===== config.mk =====
export PLATFORM = sky130hd
export DESIGN_NAME = snap_phase_capture_ctrl
export DESIGN_NICKNAME = d
export VERILOG_FILES = /design/src/rtl/snap_phase_capture_ctrl.sv
export SDC_FILE = /design/constraint.sdc
export NUM_CORES = 1
export LEC_CHECK = 0
export ABC_CLOCK_PERIOD_IN_PS = 2220
export BUFFER_PORTS_ARGS = -buffer_cell sky130_fd_sc_hd__buf_2
export CORE_ASPECT_RATIO = 1.5
export CORE_MARGIN = 2
export CORE_UTILIZATION = 40
export CTS_BUF_LIST = sky130_fd_sc_hd__clkbuf_16
export DETAILED_ROUTE_END_ITERATION = 10
export GPL_TIMING_DRIVEN = 0
export PLACE_DENSITY = 0.73
export SLEW_MARGIN = 20
export SYNTH_ARGS = -nofsm -noshare
export SYNTH_HDL_FRONTEND = slang
export SYNTH_SLANG_ARGS = --single-unit

===== constraint.sdc =====
create_clock -name user_clk -period 2.22 [get_ports user_clk]
set_input_delay 0.444 -clock user_clk [delete_from_list [all_inputs] [get_ports user_clk]]
set_output_delay 0.444 -clock user_clk [all_outputs]
set_load 0.02 [all_outputs]

===== src/rtl/snap_phase_capture_ctrl.sv =====
// Snapshot capture sequencer: arms on a rising edge of ctrl_word[0], optionally waits for a trigger,
// then writes last_addr+1 phase samples to the snap BRAM. Optional trig_time port: SNAP_PHASE_TIMESTAMP_EN.
module snap_phase_capture_ctrl #(
  parameter int DATA_W = 32,
  parameter int ADDR_W = 11
) (
  input  logic              user_clk,
  input  logic              user_rst,
  input  logic [31:0]       ctrl_word,
  input  logic [DATA_W-1:0] data_in,
  input  logic              data_valid,
  input  logic              trig_in,
  output logic [ADDR_W-1:0] bram_addr,
  output logic [DATA_W-1:0] bram_din,
  output logic              bram_we,
  output logic [31:0]       status_out
`ifdef SNAP_PHASE_TIMESTAMP_EN
  ,
  output logic [31:0]       trig_time
`endif
);

  typedef enum logic [1:0] {
    IDLE      = 2'd0,
    WAIT_TRIG = 2'd1,
    CAPTURE   = 2'd2,
    DONE      = 2'd3
  } state_t;

  state_t              state_q, state_d;
  logic                arm_q;
  logic [ADDR_W-1:0]   last_q, last_d;
  logic [ADDR_W-1:0]   count_q, count_d;
  logic [ADDR_W-1:0]   addr_q, addr_d;
  logic [DATA_W-1:0]   din_q, din_d;
  logic                we_q, we_d;
  logic                done_q, done_d;
  logic                busy_q, busy_d;
  logic                wait_q, wait_d;

  logic                arm_edge;
  logic                abort;
  logic                use_trig;
  logic [ADDR_W-1:0]   last_in;
  logic                capture;

  // ctrl_word is quasi-static software state, so it is consumed without a synchronizer.
  assign arm_edge = ctrl_word[0] & ~arm_q;
  assign use_trig = ctrl_word[1];
  assign abort    = ctrl_word[2];
  assign last_in  = ctrl_word[16 +: ADDR_W];

  logic unused_ctrl;
  assign unused_ctrl = ^{ctrl_word[31:16+ADDR_W], ctrl_word[15:3]};

  assign capture = ~abort & data_valid &
                   ((state_q == CAPTURE) | ((state_q == WAIT_TRIG) & trig_in));

  always_comb begin
    state_d = state_q;
    last_d  = last_q;
    count_d = count_q;
    addr_d  = addr_q;
    din_d   = din_q;
    we_d    = 1'b0;

    if (abort) begin
      state_d = IDLE;
    end else begin
      case (state_q)
        IDLE, DONE: begin
          if (arm_edge) begin
            state_d = use_trig ? WAIT_TRIG : CAPTURE;
            count_d = '0;
            last_d  = last_in;
          end
        end
        WAIT_TRIG, CAPTURE: begin
          if (capture) begin
            we_d    = 1'b1;
            addr_d  = count_q;
            din_d   = data_in;
            count_d = count_q + 1'b1;
            state_d = (count_q == last_q) ? DONE : CAPTURE;
          end
        end
        default: state_d = IDLE;
      endcase
    end

    // Status flags are registered alongside the write so software sees them move with bram_we.
    done_d = (state_d == DONE);
    busy_d = (state_d == WAIT_TRIG) | (state_d == CAPTURE);
    wait_d = (state_d == WAIT_TRIG);
  end

  always_ff @(posedge user_clk or posedge user_rst) begin
    if (user_rst) begin
      state_q <= IDLE;
      arm_q   <= 1'b1;
      last_q  <= '0;
      count_q <= '0;
      addr_q  <= '0;
      din_q   <= '0;
      we_q    <= 1'b0;
      done_q  <= 1'b0;
      busy_q  <= 1'b0;
      wait_q  <= 1'b0;
    end else begin
      state_q <= state_d;
      arm_q   <= ctrl_word[0];
      last_q  <= last_d;
      count_q <= count_d;
      addr_q  <= addr_d;
      din_q   <= din_d;
      we_q    <= we_d;
      done_q  <= done_d;
      busy_q  <= busy_d;
      wait_q  <= wait_d;
    end
  end

  assign bram_addr  = addr_q;
  assign bram_din   = din_q;
  assign bram_we    = we_q;
  assign status_out = {done_q, busy_q, wait_q, {(29-ADDR_W){1'b0}}, count_q};

`ifdef SNAP_PHASE_TIMESTAMP_EN
  logic [31:0] cyc_q;
  logic [31:0] trig_time_q;

  // The first captured sample always sees count_q==0; the wrap at full depth ends the capture.
  always_ff @(posedge user_clk or posedge user_rst) begin
    if (user_rst) begin
      cyc_q       <= '0;
      trig_time_q <= '0;
    end else begin
      cyc_q <= cyc_q + 32'd1;
      if (capture && (count_q == '0)) begin
        trig_time_q <= cyc_q;
      end
    end
  end

  assign trig_time = trig_time_q;
`endif

endmodule


### Word-level counts from Yosys, hierarchy flattened

Index checks and enable logic that the tools add are counted.

| word-level totals | value |
|---|---|
| register bits | 72 |
| output and inout bits | 76 |

| operators by class | value |
|---|---|
| $add $sub $neg | 1 |
| equality and inequality tests | 9 |
| muxes and demuxes | 12 |
| bitwise operators | 8 |
| reductions and logical operators | 6 |

Operators with widths:

| kind | count |
|---|---|
| 11-bit 2-to-1 mux | 2 |
| 11-bit case mux with 2 select lines | 1 |
| 11-bit by 1-bit adder with 11-bit output, second input constant | 1 |
| 11-bit == test | 1 |
| 3-bit AND reduction | 3 |
| 2-bit == test, second input constant | 4 |
| 2-bit 2-to-1 mux | 4 |
| 1-bit AND | 4 |
| 2-bit by 1-bit == test with 1-bit output, second input constant | 2 |
| 1-bit 2-to-1 mux | 4 |
| 2-bit != test, second input constant | 2 |
| 2-bit case mux with 2 select lines | 1 |
| 2-bit OR reduction | 2 |
| 2-bit zero test | 1 |
| 1-bit NOT | 2 |
| 1-bit OR | 2 |

### Depth between registers and ports, before layout

| logic depth | value |
|---|---|
| depth in word-level cells | 9 |
| gate-level depth with buffers | 9 |
| depth with buffers taken out | 8 |

### Worst setup path before layout

Ideal clock, no wire load.

| timing path | value |
|---|---|
| kind | register -> register |
| start | register state_q[1] |
| end | register busy_q |
| library setup time | 0.063 ns |
| arrival time | 2.087 ns |
| setup slack | 0.070 ns |
| stages on the path, launching flop included | 9 |
| path through | dfrtp_1 -> inv_1 -> ha_1 -> a21oi_1 -> or2_0 -> or4_1 -> a221oi_2 -> ha_1 -> inv_1 |

| between the ends | value |
|---|---|
| longest elaborated chain between the ends | 9 |
| elaborated cells between the ends (all ways) | 16 |

RTL lines:

| item | line | source |
|---|---|---|
| start, declared | 30 | `state_t state_q, state_d;` |
| start signal, assigned | 110 | `state_q <= state_d;` |
| 2-bit by 1-bit == test with 1-bit output | 57, 70 |  |
| 1-bit AND | 57 | `((state_q == CAPTURE) \| ((state_q == WAIT_TRIG) & trig_in));` |
| 1-bit OR | 57 |  |
| 1-bit AND | 56 | `assign capture = ~abort & data_valid &` |
| 2-bit 2-to-1 mux | 79 | `if (capture) begin` |
| 2-bit case mux with 2 select lines * | 70 | `case (state_q)` |
| 2-bit 2-to-1 mux * | 67 | `if (abort) begin` |
| net state_d[0] | 30 |  |
| 2-bit by 1-bit == test with 1-bit output / 2-bit == test (equally long branches) | 93 | `busy_d = (state_d == WAIT_TRIG) \| (state_d == CAPTURE);` |
| 1-bit OR * | 93 |  |
| net busy_d | 38 | `logic busy_q, busy_d;` |
| end signal, assigned | 118 | `busy_q <= busy_d;` |
| end, declared | 38 |  |

The timed path passes the listed nets; every way through them passes the cells marked *.
A chain may end at the register's enable or synchronous reset.

### Worst setup path after layout

| timing path | value |
|---|---|
| start | register state_q[1] |
| end | register done_q |

| between the ends | value |
|---|---|
| longest elaborated chain between the ends | 8 |
| elaborated cells between the ends (all ways) | 14 |

RTL lines:

| item | line | source |
|---|---|---|
| 2-bit by 1-bit == test with 1-bit output | 57, 70 |  |
| 1-bit AND | 57 |  |
| 1-bit OR | 57 |  |
| 1-bit AND | 56 |  |
| 2-bit 2-to-1 mux | 79 |  |
| 2-bit case mux with 2 select lines * | 70 |  |
| 2-bit 2-to-1 mux * | 67 |  |
| net state_d[0] | 30 |  |
| 2-bit == test * | 92 | `done_d = (state_d == DONE);` |
| net done_d | 37 | `logic done_q, done_d;` |
| end signal, assigned | 117 | `done_q <= done_d;` |
| end, declared | 37 |  |

Marks and branches as above.

==> results.json <==
{
  "antenna_found_initial": 0,
  "die_area_sq_um": 8730,
  "synth-seq-cells": 72,
  "fin_nets": 568,
  "arrival_ns": 2.46,
  "htree_levels": 3,
  "ys_warn_count": 0,
  "clkSlewWorstSetupHoldPaths_ns": 0.06,
  "setup_tns_ns": 0,
  "core_sq_um": 7660,
  "relSlewSlack_pct": 61.0,
  "final_common_cell": "nand2_1",
  "postRouteAntennaNets": 0,
  "crit_fanout": 5,
  "dp.cells": 580,
  "synthesis.instances": 352,
  "portBuffers": 107,
  "instances_no_fill": 602,
  "hold_viol": 0,
  "slew_viol_final": 0,
  "grt-ovfl-total": 0,
  "max-clock-path-buffers": 2,
  "cts-root-buf": "clkbuf_16",
  "chipHeight_microns": 113,
  "wl_per_cell_microns": 12.7,
  "final_layout_size_suffix_gt1_share_pct": 35.0,
  "critPathLaunch": "state_q[1]",
  "synth_cell_types": 33,
  "worstMarginPinSlew_ns": 0.584,
  "grt_use_total_pct": 18.3,
  "grt_first_pass_wirelength_microns": 12400,
  "max_freq_ghz": 0.457,
  "reg2reg_from": "state_q[1]",
  "gp_congestion": 0.810,
  "worstSetupStartpointType": "flop",
  "grt_setup_unrepaired": "true",
  "vias": 2719,
  "wirelength_microns": 7640,
  "fin_crit_ns": 2.19,
  "pin_count": 144,
  "fin_crit_sh_pct": 98.5,
  "grt_max_degree": 28,
  "irDropWorstVdd_mv": 0.481,
  "power.density_nw_per_um2": 1050,
  "final_cell_mix": "nand2_1, buf_2, dfrtp_1, buf_4, conb_1",
  "clk_latency_ns": 0.33,
  "fp-row-count": 39,
  "ys_seq_area_share_pct": 56.5,
  "critPathCaptureType": "flop",
  "area_growth_syn_to_layout_pct": 38.5,
  "p_leak_nw": 2.56,
  "clock-skew-final_ns": 0.00537,
  "drcViolationCount": 0,
  "crit_type": "reg2reg",
  "cts_tree": "yes",
  "antenna_cells": 0,
  "start_util_pct": 41.7,
  "dr.pass1.iters": 6,
  "drt-vias-per-instance": 4.52,
  "whs_ns": 0.171,
  "worstHoldPathType": "in2async",
  "grt_pass1_vias": 2618,
  "fin_ws_ns": 0.0334,
  "critPathRequiredTime_ns": 2.49,
  "fillers": 700,
  "numCtsBuffers": 9,
  "syn_area_sq_um": 3190,
  "status": "finished clean",
  "dpl.hpwl_microns": 5680,
  "max_cap_violations": 0,
  "die_w_microns": 77.0,
  "utilization_pct": 57.7,
  "post-place-ws_ns": -0.143,
  "drtIter0Drc": 116,
  "setup_viol": 0,
  "clock-sinks": 72,
  "synth.avg_cell_area_sq_um": 9.07
}
==> registers in the layout, summed over array words and instances, names as in the netlist <==
register	flops
arm_q	1
bram_addr	11
bram_din	32
bram_we	1
busy_q	1
count_q	11
done_q	1
last_q	11
state_q	2
wait_q	1
==> cells in the mapped netlist <==
master	instances	share of area, %
nand4_1	5	0.98
inv_1	5	0.59
nand3b_1	1	0.24
xnor2_1	15	4.1
a21oi_1	3	0.47
buf_4	21	4.9
nand3_1	6	0.94
nor3_1	1	0.16
or4_1	1	0.24
mux2i_1	4	1.3
nor2_1	5	0.59
o21ai_0	5	0.78
or2_0	1	0.20
nand2b_4	1	0.43
nand4bb_1	1	0.35
nand2b_1	2	0.39
and2_1	2	0.39
or2_2	1	0.20
a221oi_2	1	0.47
nor4b_1	1	0.27
or3_1	2	0.39
dfstp_2	1	0.82
o21ba_2	1	0.31
o21bai_1	1	0.24
ha_1	5	2.0
dfrtp_1	71	56
conb_1	1	0.12
nor3b_1	1	0.24
inv_2	1	0.12
nor4_1	1	0.20
buf_2	6	0.94
clkbuf_1	9	1.1
nand2_1	170	20
==> through the flow <==
step	power, mW	cell area, sq um
global placement	2.92	3920
floorplan	2.56	3260
detailed placement	2.97	3970
finish	4.66	4420
global route	4.93	4420
CTS	4.65	4350
==> routing by layer <==
metal	vias up	global-route usage (%)	share of wire, %
met3	25	3.32	4.9
met5	-	0	0
li1	1348	-	-
met4	0	12.2	4.0
met1	1252	21.5	40
met2	94	30.6	52
==> critical path, cell delays in order (launching register included) <==
cell,delay (ns)
dfrtp_1,0.41
buf_4,0.15
ha_4,0.14
a21oi_4,0.04
or2_1,0.22
or4_4,0.51
a221oi_4,0.33
buf_4,0.17
ha_2,0.15
==> final timing paths <==
| check | end | slack (ns) | cells after the start |
|---|---|---|---|
| worst min-delay path | bram_din[28] | 0.17 | 2 |
| worst max-delay path | done_q | 0.03 | 8 |
| min in group user_clk | arm_q | 0.24 | 1 |
| worst max register to register | done_q | 0.03 | 8 |
| worst min register to register | bram_addr[1] | 0.46 | 2 |
| max in group asynchronous | arm_q | 1.27 | 4 |
==> report_power, final <==
part	internal [mW]	leakage (nW)	switching [mW]
Combinational	0.502	1.43	0.746
Clock	1.09	0.168	0.525
Sequential	1.62	0.959	0.178
Total	3.21	2.56	1.45
==> final cells by class <==
type	count	area, sq um	area share, %
multi-input combinational	255	1260	28.6
timing repair buffer	117	647	14.6
tap	102	128	2.89
clock inverter	7	111	2.52
sequential	72	1800	40.8
clock buffer	9	225	5.09
inverter	6	26.3	0.594
buffer	34	216	4.90
==> what timing repair did <==
item | 4_1_cts | 5_1_grt
pin swaps | 2 | 7
hold buffers | 0 | 0
resized for setup | 6 | 12
endpoints found under the setup margin | 3 | 19
buffers inserted | 3 | 5
==> kinds of logic after synthesis <==
logic type / synth area share (%)
compound gates: 2.27
fa+ha+maj: 1.96
buf+inv: 7.64
simple gates: 26.2
other cells: 0.117
mux: 1.25
xor+xnor: 4.11
flops: 56.5
Note: power is estimated with default switching activity, not from simulation.
